## src/rtl/if_fetch_unit_pkg.sv

```systemverilog
// Shared types and constants for the F-stage fetch unit.
package if_fetch_unit_pkg;

  localparam logic [31:0] DEF_RESET_PC  = 32'h0000_3000;
  localparam int          DEF_BUF_DEPTH = 2;

  // One fetched word, tagged with the address it came from.
  typedef struct packed {
    logic [31:0] pc;
    logic [31:0] instr;
  } fetch_entry_t;

  // A count field must hold 0..depth inclusive.
  function automatic int cnt_w(input int depth);
    return $clog2(depth + 1);
  endfunction

  localparam int DEF_CNT_W = cnt_w(DEF_BUF_DEPTH);

endpackage

```

## src/rtl/if_fetch_unit_buf.sv

```systemverilog
// Circular fetch buffer with head-preserving and full flush.
module fetch_buf
  import if_fetch_unit_pkg::*;
#(
  parameter  int DEPTH = 2,
  localparam int CW    = cnt_w(DEPTH),
  localparam int PW    = $clog2(DEPTH)
) (
  input  logic          clk,
  input  logic          reset,
  input  logic          push,
  input  fetch_entry_t  push_entry,
  input  logic          pop,
  input  logic          flush_all,
  input  logic          flush_younger,
  output fetch_entry_t  head,
  output logic [CW-1:0] count
);

  fetch_entry_t  mem [DEPTH];
  logic [PW-1:0] rd_ptr, wr_ptr, wr_idx;

  assign head = mem[rd_ptr];

  // A head-preserving flush truncates the queue right behind the head,
  // so any push accepted that cycle lands in the slot after the head.
  always_comb begin
    wr_idx = wr_ptr;
    if (flush_younger && !flush_all) wr_idx = rd_ptr + PW'(1);
  end

  // Entry storage; no reset needed because head is qualified by count.
  always_ff @(posedge clk) begin
    if (push) mem[wr_idx] <= push_entry;
  end

  // Pointer and occupancy bookkeeping, flushes taking priority.
  always_ff @(posedge clk) begin
    if (reset) begin
      rd_ptr <= '0;
      wr_ptr <= '0;
      count  <= '0;
    end else if (flush_all) begin
      rd_ptr <= wr_ptr;
      wr_ptr <= wr_ptr + PW'(push);
      count  <= CW'(push);
    end else if (flush_younger) begin
      rd_ptr <= rd_ptr + PW'(pop);
      wr_ptr <= wr_idx + PW'(push);
      count  <= CW'(!pop) + CW'(push);
    end else begin
      rd_ptr <= rd_ptr + PW'(pop);
      wr_ptr <= wr_ptr + PW'(push);
      count  <= count + CW'(push) - CW'(pop);
    end
  end

  // Issue throttling guarantees room for every response.
  always_ff @(posedge clk) begin
    if (!reset && !flush_all && !flush_younger)
      assert (!(push && !pop && count == CW'(DEPTH)));
  end

endmodule

```

## src/rtl/if_fetch_unit.sv

```systemverilog
// F-stage fetch engine: owns the fetch PC, issues IM reads, buffers
// returned words and applies D-stage redirects with delay-slot semantics.
module if_fetch_unit
  import if_fetch_unit_pkg::*;
#(
  parameter logic [31:0] RESET_PC  = DEF_RESET_PC,
  parameter int          BUF_DEPTH = DEF_BUF_DEPTH
) (
  input  logic        clk,
  input  logic        reset,
  output logic        im_req,
  output logic [31:0] im_addr,
  input  logic [31:0] im_rdata,
  output logic        D_valid,
  input  logic        D_ready,
  output logic [31:0] D_pc,
  output logic [31:0] D_instr,
  input  logic        redirect,
  input  logic [31:0] redirect_pc,
  input  logic [31:0] ds_pc
);

  localparam int CW = cnt_w(BUF_DEPTH);
  localparam int OW = CW + 1;

  logic [31:0]   fpc, ipc, ptgt, tgt;
  logic          inf, pend;
  fetch_entry_t  head;
  logic [CW-1:0] count;
  logic [OW-1:0] occ;
  logic          head_valid, pop, issue, push, kill;
  logic          hit_head, hit_inf, flush_all, flush_younger;

  assign head_valid = (count != '0) && !reset;
  assign D_valid    = head_valid;
  assign D_pc       = head_valid ? head.pc    : '0;
  assign D_instr    = head_valid ? head.instr : '0;
  assign pop        = D_valid & D_ready;

  // Slots already claimed once this cycle's pop leaves: buffered + in flight.
  assign occ     = {1'b0, count} + OW'(inf) - OW'(pop);
  assign issue   = !reset && !redirect && (occ < OW'(BUF_DEPTH));
  assign im_req  = issue;
  assign im_addr = fpc;

  // Redirect decode: find where the delay slot lives right now.
  assign tgt           = redirect_pc & ~32'h3;
  assign hit_head      = redirect && head_valid && (head.pc == ds_pc);
  assign hit_inf       = redirect && !hit_head && inf && (ipc == ds_pc);
  assign flush_younger = hit_head;
  assign flush_all     = redirect && !hit_head;
  assign kill          = redirect && !hit_inf;
  assign push          = inf && !kill && !reset;

  fetch_buf #(.DEPTH(BUF_DEPTH)) u_buf (
    .clk           (clk),
    .reset         (reset),
    .push          (push),
    .push_entry    ('{pc: ipc, instr: im_rdata}),
    .pop           (pop),
    .flush_all     (flush_all),
    .flush_younger (flush_younger),
    .head          (head),
    .count         (count)
  );

  // Fetch PC, in-flight tag and deferred-target state.
  always_ff @(posedge clk) begin
    if (reset) begin
      fpc  <= RESET_PC;
      inf  <= 1'b0;
      ipc  <= '0;
      pend <= 1'b0;
      ptgt <= '0;
    end else begin
      inf <= issue;
      if (issue) ipc <= fpc;
      if (redirect) begin
        if (hit_head || hit_inf) begin
          fpc  <= tgt;
          pend <= 1'b0;
        end else begin
          // Delay slot not fetched yet: fetch it first, then jump.
          fpc  <= ds_pc;
          pend <= 1'b1;
          ptgt <= tgt;
        end
      end else if (issue) begin
        fpc  <= pend ? ptgt : fpc + 32'd4;
        pend <= 1'b0;
      end
    end
  end

endmodule

```

## config.mk

```make
export PLATFORM = sky130hd
export DESIGN_NAME = if_fetch_unit
export DESIGN_NICKNAME = d
export VERILOG_FILES = /design/src/rtl/if_fetch_unit_pkg.sv /design/src/rtl/if_fetch_unit_buf.sv /design/src/rtl/if_fetch_unit.sv
export SDC_FILE = /design/constraint.sdc
export NUM_CORES = 1
export LEC_CHECK = 0
export ABC_AREA = 1
export CAP_MARGIN = 10
export CORE_UTILIZATION = 25
export DETAILED_ROUTE_END_ITERATION = 8
export PLACE_DENSITY = 0.46
export SLEW_MARGIN = 30
export SYNTH_ARGS = -nofsm -noshare
export SYNTH_HDL_FRONTEND = slang
export SYNTH_SLANG_ARGS = --single-unit
export TNS_END_PERCENT = 100
```

## constraint.sdc

```tcl
create_clock -name clk -period 13.7 [get_ports clk]
set_input_delay 3.425 -clock clk [delete_from_list [all_inputs] [get_ports clk]]
set_output_delay 3.425 -clock clk [all_outputs]
set_load 0.005 [all_outputs]
```

Word-level counts from Yosys, hierarchy flattened

Memories as Yosys holds them, arrays and structs flattened. A register that Yosys moved wholly into a read port is not among the register bits.
Cells that the tools add are included.

Bits in registers: 100
Memory bits (writable): 128
Input bits: 100
Memories kept: 1

Add/sub/neg operators: 10
Magnitude comparators: 1
Eq/ne operators: 2
Muxes and demuxes: 18
Bitwise gates (word level): 2
Reductions and logical operators: 24

Memories:

| name      | depth | width | rd ports | clocked after memory_dff | wr ports | RTL line                | text |
|---|---|---|---|---|---|---|---|
| u_buf.mem | 2     | 64    | 1        | 1                        | 1        | if_fetch_unit_buf.sv:20 | `fetch_entry_t mem [DEPTH];` |

Operator list:

| cell                                                       | number |
|---|---|
| 2-to-1 mux 32 bit                                          | 6 |
| equality test 32 bit                                       | 2 |
| adder 32 x 3 -> 32 bit, second input constant              | 1 |
| logical AND 1 bit                                          | 12 |
| 2-to-1 mux 1 bit                                           | 11 |
| zero test 1 bit                                            | 7 |
| nonzero test 2 bit                                         | 2 |
| adder 1 bit                                                | 3 |
| adder 2 x 1 -> 3 bit                                       | 1 |
| less-than comparator 3 x 2 -> 1 bit, second input constant | 1 |
| subtractor 3 x 1 -> 3 bit                                  | 1 |
| adder 1 x 1 -> 2 bit                                       | 1 |
| adder 2 x 1 -> 2 bit                                       | 1 |
| 2-to-1 mux 2 bit                                           | 1 |
| AND reduction 2 bit                                        | 1 |
| OR reduction 2 bit                                         | 1 |
| subtractor 2 x 1 -> 2 bit                                  | 1 |
| adder 1 bit, second input constant                         | 1 |
| bitwise AND 1 bit                                          | 1 |
| logical OR 1 bit                                           | 1 |
| inverter 1 bit                                             | 1 |

Longest topological paths before layout

Gate-level depths: netlist of run 1.

Depth in word-level cells: 17
Gate-level depth with buffers: 20
Gate-level depth less buffers: 19

Hierarchy

Synthesis of run 1 repeated with hierarchy kept, for this count alone.

Cell total of the unflattened synthesis: 1,603
Area total of the unflattened synthesis: 11,982.7 um2

Modules (own cells, without submodules):

| module        | instances | cells an instance | area an instance (um2) |
|---|---|---|---|
| if_fetch_unit | 1         | 1,224             | 7,031.7 |
| fetch_buf     | 1         | 379               | 4,951.0 |

Worst setup path before layout of run 1

No wires, ideal clock.

Path kind: input port to output port
From: input port reset
To: output port im_req
Arrival: 5,621 ps
Setup slack: 4,654 ps
Stages: 14
Buffers on the path: 2
Cell sequence: buf_2 -> inv_2 -> o21ai_1 -> inv_2 -> nand2_1 -> inv_1 -> ha_1 -> inv_1 -> nand2_1 -> fa_1 -> xnor2_1 -> nand4_1 -> inv_2 -> clkbuf_1

Word-level cells in the longest chain between the ends: 6
Elaborated cells between the ends (all ways): 7
Classes of those cells: add/sub (1); order compare (1); bitwise (1); reduce/logical (4)

Ends and longest elaborated chain:

| element                             | RTL line            | text |
|---|---|---|
| from (decl)                         | if_fetch_unit.sv:10 | `input logic reset,` |
| zero test 1 bit *                   | --                  |  |
| logical AND 1 bit                   | if_fetch_unit.sv:34 | `assign head_valid = (count != '0) && !reset;` |
| bitwise AND 1 bit                   | if_fetch_unit.sv:38 | `assign pop = D_valid & D_ready;` |
| subtractor 3 x 1 -> 3 bit           | if_fetch_unit.sv:41 | `assign occ = {1'b0, count} + OW'(inf) - OW'(pop);` |
| less-than comparator 3 x 2 -> 1 bit | if_fetch_unit.sv:42 | `assign issue = !reset && !redirect && (occ < OW'(BUF_DEPTH));` |
| logical AND 1 bit *                 | if_fetch_unit.sv:42 |  |
| to (decl)                           | if_fetch_unit.sv:11 | `output logic im_req,` |

Mark *: on every way between the ends. The rest lies on a longest branch, timed or not.

Final worst setup path of run 1

Ends and elaborated chain as after synthesis.

==> impl_metrics.ini, run 1 <==
[critical_path]
crit_top_cell = inv_2
crit_type = in -> out
critPathTopFamily = buffers and inverters
slowest_delay_ns = 0.53
cp_num_buf_inv = 8
arrival_ns = 6.82
start_kind = input pin
critPathCaptureType = primary output
slowest_stage = inv_2
crit_chain = clkdlybuf4s50_1 -> buf_4 -> inv_2 -> o21ai_4 -> inv_2 -> nand2_1 -> inv_1 -> ha_1 -> inv_1 -> nand2_1 -> fa_1 -> xnor2_1 -> nand4_1 -> inv_2 -> clkdlybuf4s50_1
required_ns = 10.27
critPathMaxFanout = 36

[clocking]
tritoncts = built
clock-root-buffer = clkbuf_16
postCtsSetupRepairBufs = 0
htree_num_levels = 1
cts_resized = 0
path_clk_slew_ns = 0.06
cts_hold_buf = 0
cts_max_path_buffers = 3
clk_latency_ns = 0.56
cts.sinks = 228
cts_buffers = 28

[detailed_routing]
drt_iter0_drc = 781
vias_per_cell = 4.63
drc_errors = 0
wl_um = 45800
vias = 11300
firstDrtPassIters = 5
ant_nets = 0
routedWlPerCell_um = 18.8

[die]
start_util = 0.253
dieWidth_um = 222
num_rows = 80
die-area_um2 = 49300
die_h_um = 222
core_area_um2 = 47700
ios = 198

[timing]
holdWs_ns = 0.453
rsz0062_at_grt = false
finalSetupTns_ns = 0
finalHoldViolations = 0
worstMarginPinSlew_ns = 0.979
finalMaxSlewViolations = 0
period_share = 0.748
clock.fmax_mhz = 97.6
slew_headroom = 0.343
finClkSkew_ns = 0.00917
min_period_ns = 10.25
setup_violations = 0

[logic_synthesis]
synth_fp_nets = 1734
ys_types = 40
synth_area_leaders = edfxtp_1, nand2_1, dfxtp_1
synth_top_area_frac = 0.318
synth_top_cell_by_area = edfxtp_1
netlist_area_um2 = 12100
syn_area_per_cell_um2 = 7.44
yosysWarnings = 0
synth_seq_cells = 228
syn_inst = 1626
yosysSeqAreaShare = 0.483

[run]
max_cap_viol_count = 0

[final_layout]
fillers = 5120
mostFrequentLayoutCell = nand2_1
antenna_cells = 0
design_area_um2 = 15600
multiInputGateArea_um2 = 5160
syn_to_final_growth_pct = 29.0
final_cell_mix = nand2_1, clkdlybuf4s50_1, inv_1
drive_above_1_share = 0.0555
register_area_um2 = 5850
nNetsFinal = 1905

[place]
gp_congestion = 0.923
io_buffer_count = 195
dpl_cell_area_um2 = 14600
post-dp-hpwl_um = 33300

[global_routing]
met1_usage = 0.247
grt_pass1_wl_um = 68900
busiest_layer = met2
grt_start_max_net_pins = 77
grtUsageMet3 = 0.0335
grt_pass1_vias = 11000
grt_use_met2 = 0.301
grt_util_all_layers = 0.185
antenna_found_initial = 0
grt_overflow = 0

[pwr]
leakagePower_uw = 0.00665
peakVddDrop_v = 0.0000757
p_per_area_nw_per_um2 = 115

[min_path]
hp-class = reg -> reg

[status]
status = completed
## cells by family (layout without fill, tap and decap cells)
logic type,count (synthesis),count (layout),synth area share
xor+xnor,22,22,0.0159
fa+ha+maj,8,8,0.00889
flops,228,228,0.483
simple gates,827,827,0.284
compound gates,266,266,0.117
buf+inv,275,468,0.0920
## tightest hold or removal path, cell delays in order (launching register included)
cell     delay [ns]
dfxtp_1        0.30
inv_1          0.06
a21oi_1        0.05
## state kept, by name (all words and copies together), names as in the netlist
register / flops
im_addr: 32
inf: 1
ipc: 32
pend: 1
ptgt: 30
u_buf.count: 2
u_buf.mem: 128
u_buf.rd_ptr: 1
u_buf.wr_ptr: 1
## power by group
part	internal, uW	total [uW]	leakage, uW	switching [uW]
clock	489	800	0.000483	311
sequential	749	781	0.00199	31.6
combinational	86.0	212	0.00418	126
total	1320	1790	0.00665	469
## cell type report
cell class | instances | area share
Sequential cell | 228 | 0.374
Multi-Input combinational cell | 1123 | 0.330
Timing Repair Buffer | 212 | 0.134
Tap cell | 615 | 0.0493
Inverter | 204 | 0.0490
Clock buffer | 33 | 0.0487
Clock inverter | 19 | 0.0146
## cells in the mapped netlist, drive strengths merged
cell,instances
clkinv,1
dfxtp,100
o21ai,109
xnor2,13
nor4,7
fa,1
edfxtp,128
a31oi,12
nand3b,2
nor3,13
xor2,9
nor2,107
and3,3
ha,7
o211ai,13
nand3,119
nand2,538
clkbuf,40
a2111oi,1
a211oi,1
nand4,21
a21oi,129
or2,14
inv,203
and2,2
buf,31
nor3b,1
a21boi,1
## routing by layer
layer  vias to the layer above  share of wire
met5                         -              0
met4                         0          0.036
met3                        80          0.055
met2                       361           0.45
met1                      5183           0.46
li1                       5636              -
## path summary, 6_finish.rpt
| kind | start | cells past startpoint | end | slack, ns |
|---|---|---|---|---|
| setup / recovery | reset | 15 | im_req | 3.45 |
| hold / removal | ptgt[3] | 2 | ptgt[3] | 0.45 |
| setup reg to reg | u_buf.rd_ptr | 14 | u_buf.mem[1][30] | 9.07 |
| hold reg to reg | ptgt[3] | 2 | ptgt[3] | 0.45 |
## metrics by stage
stage	worst slack, ns	power [uW]	util	instances
floorplan	4.65	894	-	1626
global placement	3.43	1010	0.306	2381
detailed placement	3.38	1010	0.306	2382
CTS	3.35	1820	0.327	2434
global route	3.14	1870	0.327	2434
finish	3.45	1790	0.327	2434
(Power assumes the default switching activity.)
==> run 2: changes to the inputs <==
Settings changed: PLACE_DENSITY 0.46 to 0.47.
Clock period 13.7 ns to 8.5 ns, I/O delays scaled along.
==> run 2 against run 1 <==
Net effect:
- cell area decreased by 0.31%
- register-to-register slack got worse by 5.1 ns
- count of clock-buffer cells in the layout grew 9
- clock power is 50% higher
- non-clock buffer count unchanged
- setup slack worse by 1.8 ns
- total power up 56%
- critical path depth fell by 1
==> impl_metrics.ini, run 2 (synthesis results as in run 1) <==
[status]
status = completed

[clocking]
tritoncts = built
htree_num_levels = 1
postCtsSetupRepairBufs = 0
cts.sinks = 228
cts_hold_buf = 0
cts_resized = 0
clk_latency_ns = 0.56
path_clk_slew_ns = 0.06
cts_buffers = 28
clock-root-buffer = clkbuf_16
cts_max_path_buffers = 3

[detailed_routing]
vias = 11400
ant_nets = 0
firstDrtPassIters = 6
vias_per_cell = 4.70
drt_iter0_drc = 886
routedWlPerCell_um = 18.9
drc_errors = 0
wl_um = 46000

[critical_path]
setup.worst_path.start = reset
critPathMaxFanout = 3
arrival_ns = 4.70
required_ns = 6.38
crit_type = in -> out
start_kind = input pin
r2r_start = u_buf.rd_ptr
critPathCaptureType = primary output

[pwr]
p_per_area_nw_per_um2 = 180
peakVddDrop_v = 0.000136
leakagePower_uw = 0.00662

[final_layout]
nNetsFinal = 1905
syn_to_final_growth_pct = 28.6
largest-register = u_buf.mem
stdcell_count = 2434
antenna_cells = 0
drive_above_1_share = 0.0517
design_area_um2 = 15600
mostFrequentLayoutCell = nand2_1
largest_register_ffs = 128
final_cell_mix = nand2_1, clkdlybuf4s50_1, inv_1
post-route-util = 0.326

[timing]
period_share = 0.803
setup_ws_ns = 1.67
slew_headroom = 0.379
worstMarginPinSlew_ns = 0.925
setup_violations = 0
finClkSkew_ns = 0.0167
rsz0062_at_grt = false
clock.fmax_mhz = 147
min_period_ns = 6.83
finalSetupTns_ns = 0
finalHoldViolations = 0
finalMaxSlewViolations = 0

[place]
io_buffer_count = 195
post-dp-hpwl_um = 33500
gp_congestion = 0.936
dp_cells = 2382
place_ws_ns = 1.67
dpl_cell_area_um2 = 14700

[die]
num_rows = 80
core_area_um2 = 47700
start_util = 0.253
die-area_um2 = 49300
ios = 198
die_h_um = 222
dieWidth_um = 222

[run]
max_cap_viol_count = 0

[global_routing]
grt_start_max_net_pins = 77
grt_pass1_wl_um = 68900
antenna_found_initial = 0
grt_pass1_vias = 10900
grt_overflow = 0
grt_util_all_layers = 0.184

[min_path]
hp-class = reg -> reg
hold_start = ptgt[23]
## run 2: final timing paths
path | endpoint | slack (ns) | cells after the start
setup / recovery | im_req | 1.67 | 14
hold / removal | ptgt[23] | 0.46 | 2
setup reg to reg | u_buf.mem[0][57] | 3.94 | 16
hold reg to reg | ptgt[23] | 0.46 | 2
## run 2: routing by layer
metal	global-route usage	up-vias	routed length (um)
met5	0	-	0
met2	0.297	379	20800
met1	0.251	5339	21400
met4	0.0542	0	1330
met3	0.0292	74	2410
li1	-	5653	-
## run 2: power breakdown
group,internal (uW),switching (uW)
clock,717,481
combinational,139,206
sequential,1210,51.2
total,2060,738
## run 2: stage by stage
step                      hold slack (ns)  total power (uW)
after global placement              0.443              1620
after global routing                0.468              2910
after floorplan                     0.424              1440
after detailed placement            0.448              1620
final                               0.457              2800
after CTS                           0.457              2830
## run 2: layout make-up
class | count | area [um2]
clock buffer | 42 | 815
inverter | 204 | 766
timing repair buffer | 212 | 2090
sequential | 228 | 5850
clock inverter | 10 | 97.6
fill | 5110 | 32200
multi-input combinational | 1123 | 5180
tap | 615 | 769
## run 2: critical path, cell delays in order
cell and delay (ns):
clkdlybuf4s50_1 0.51, inv_2 0.08, o21ai_4 0.07, inv_2 0.05, nand2_1 0.10, inv_1 0.07, ha_1 0.26, inv_1 0.07
nand2_1 0.07, fa_1 0.39, xnor2_1 0.15, nand4_1 0.14, inv_2 0.10, clkdlybuf4s50_1 0.51
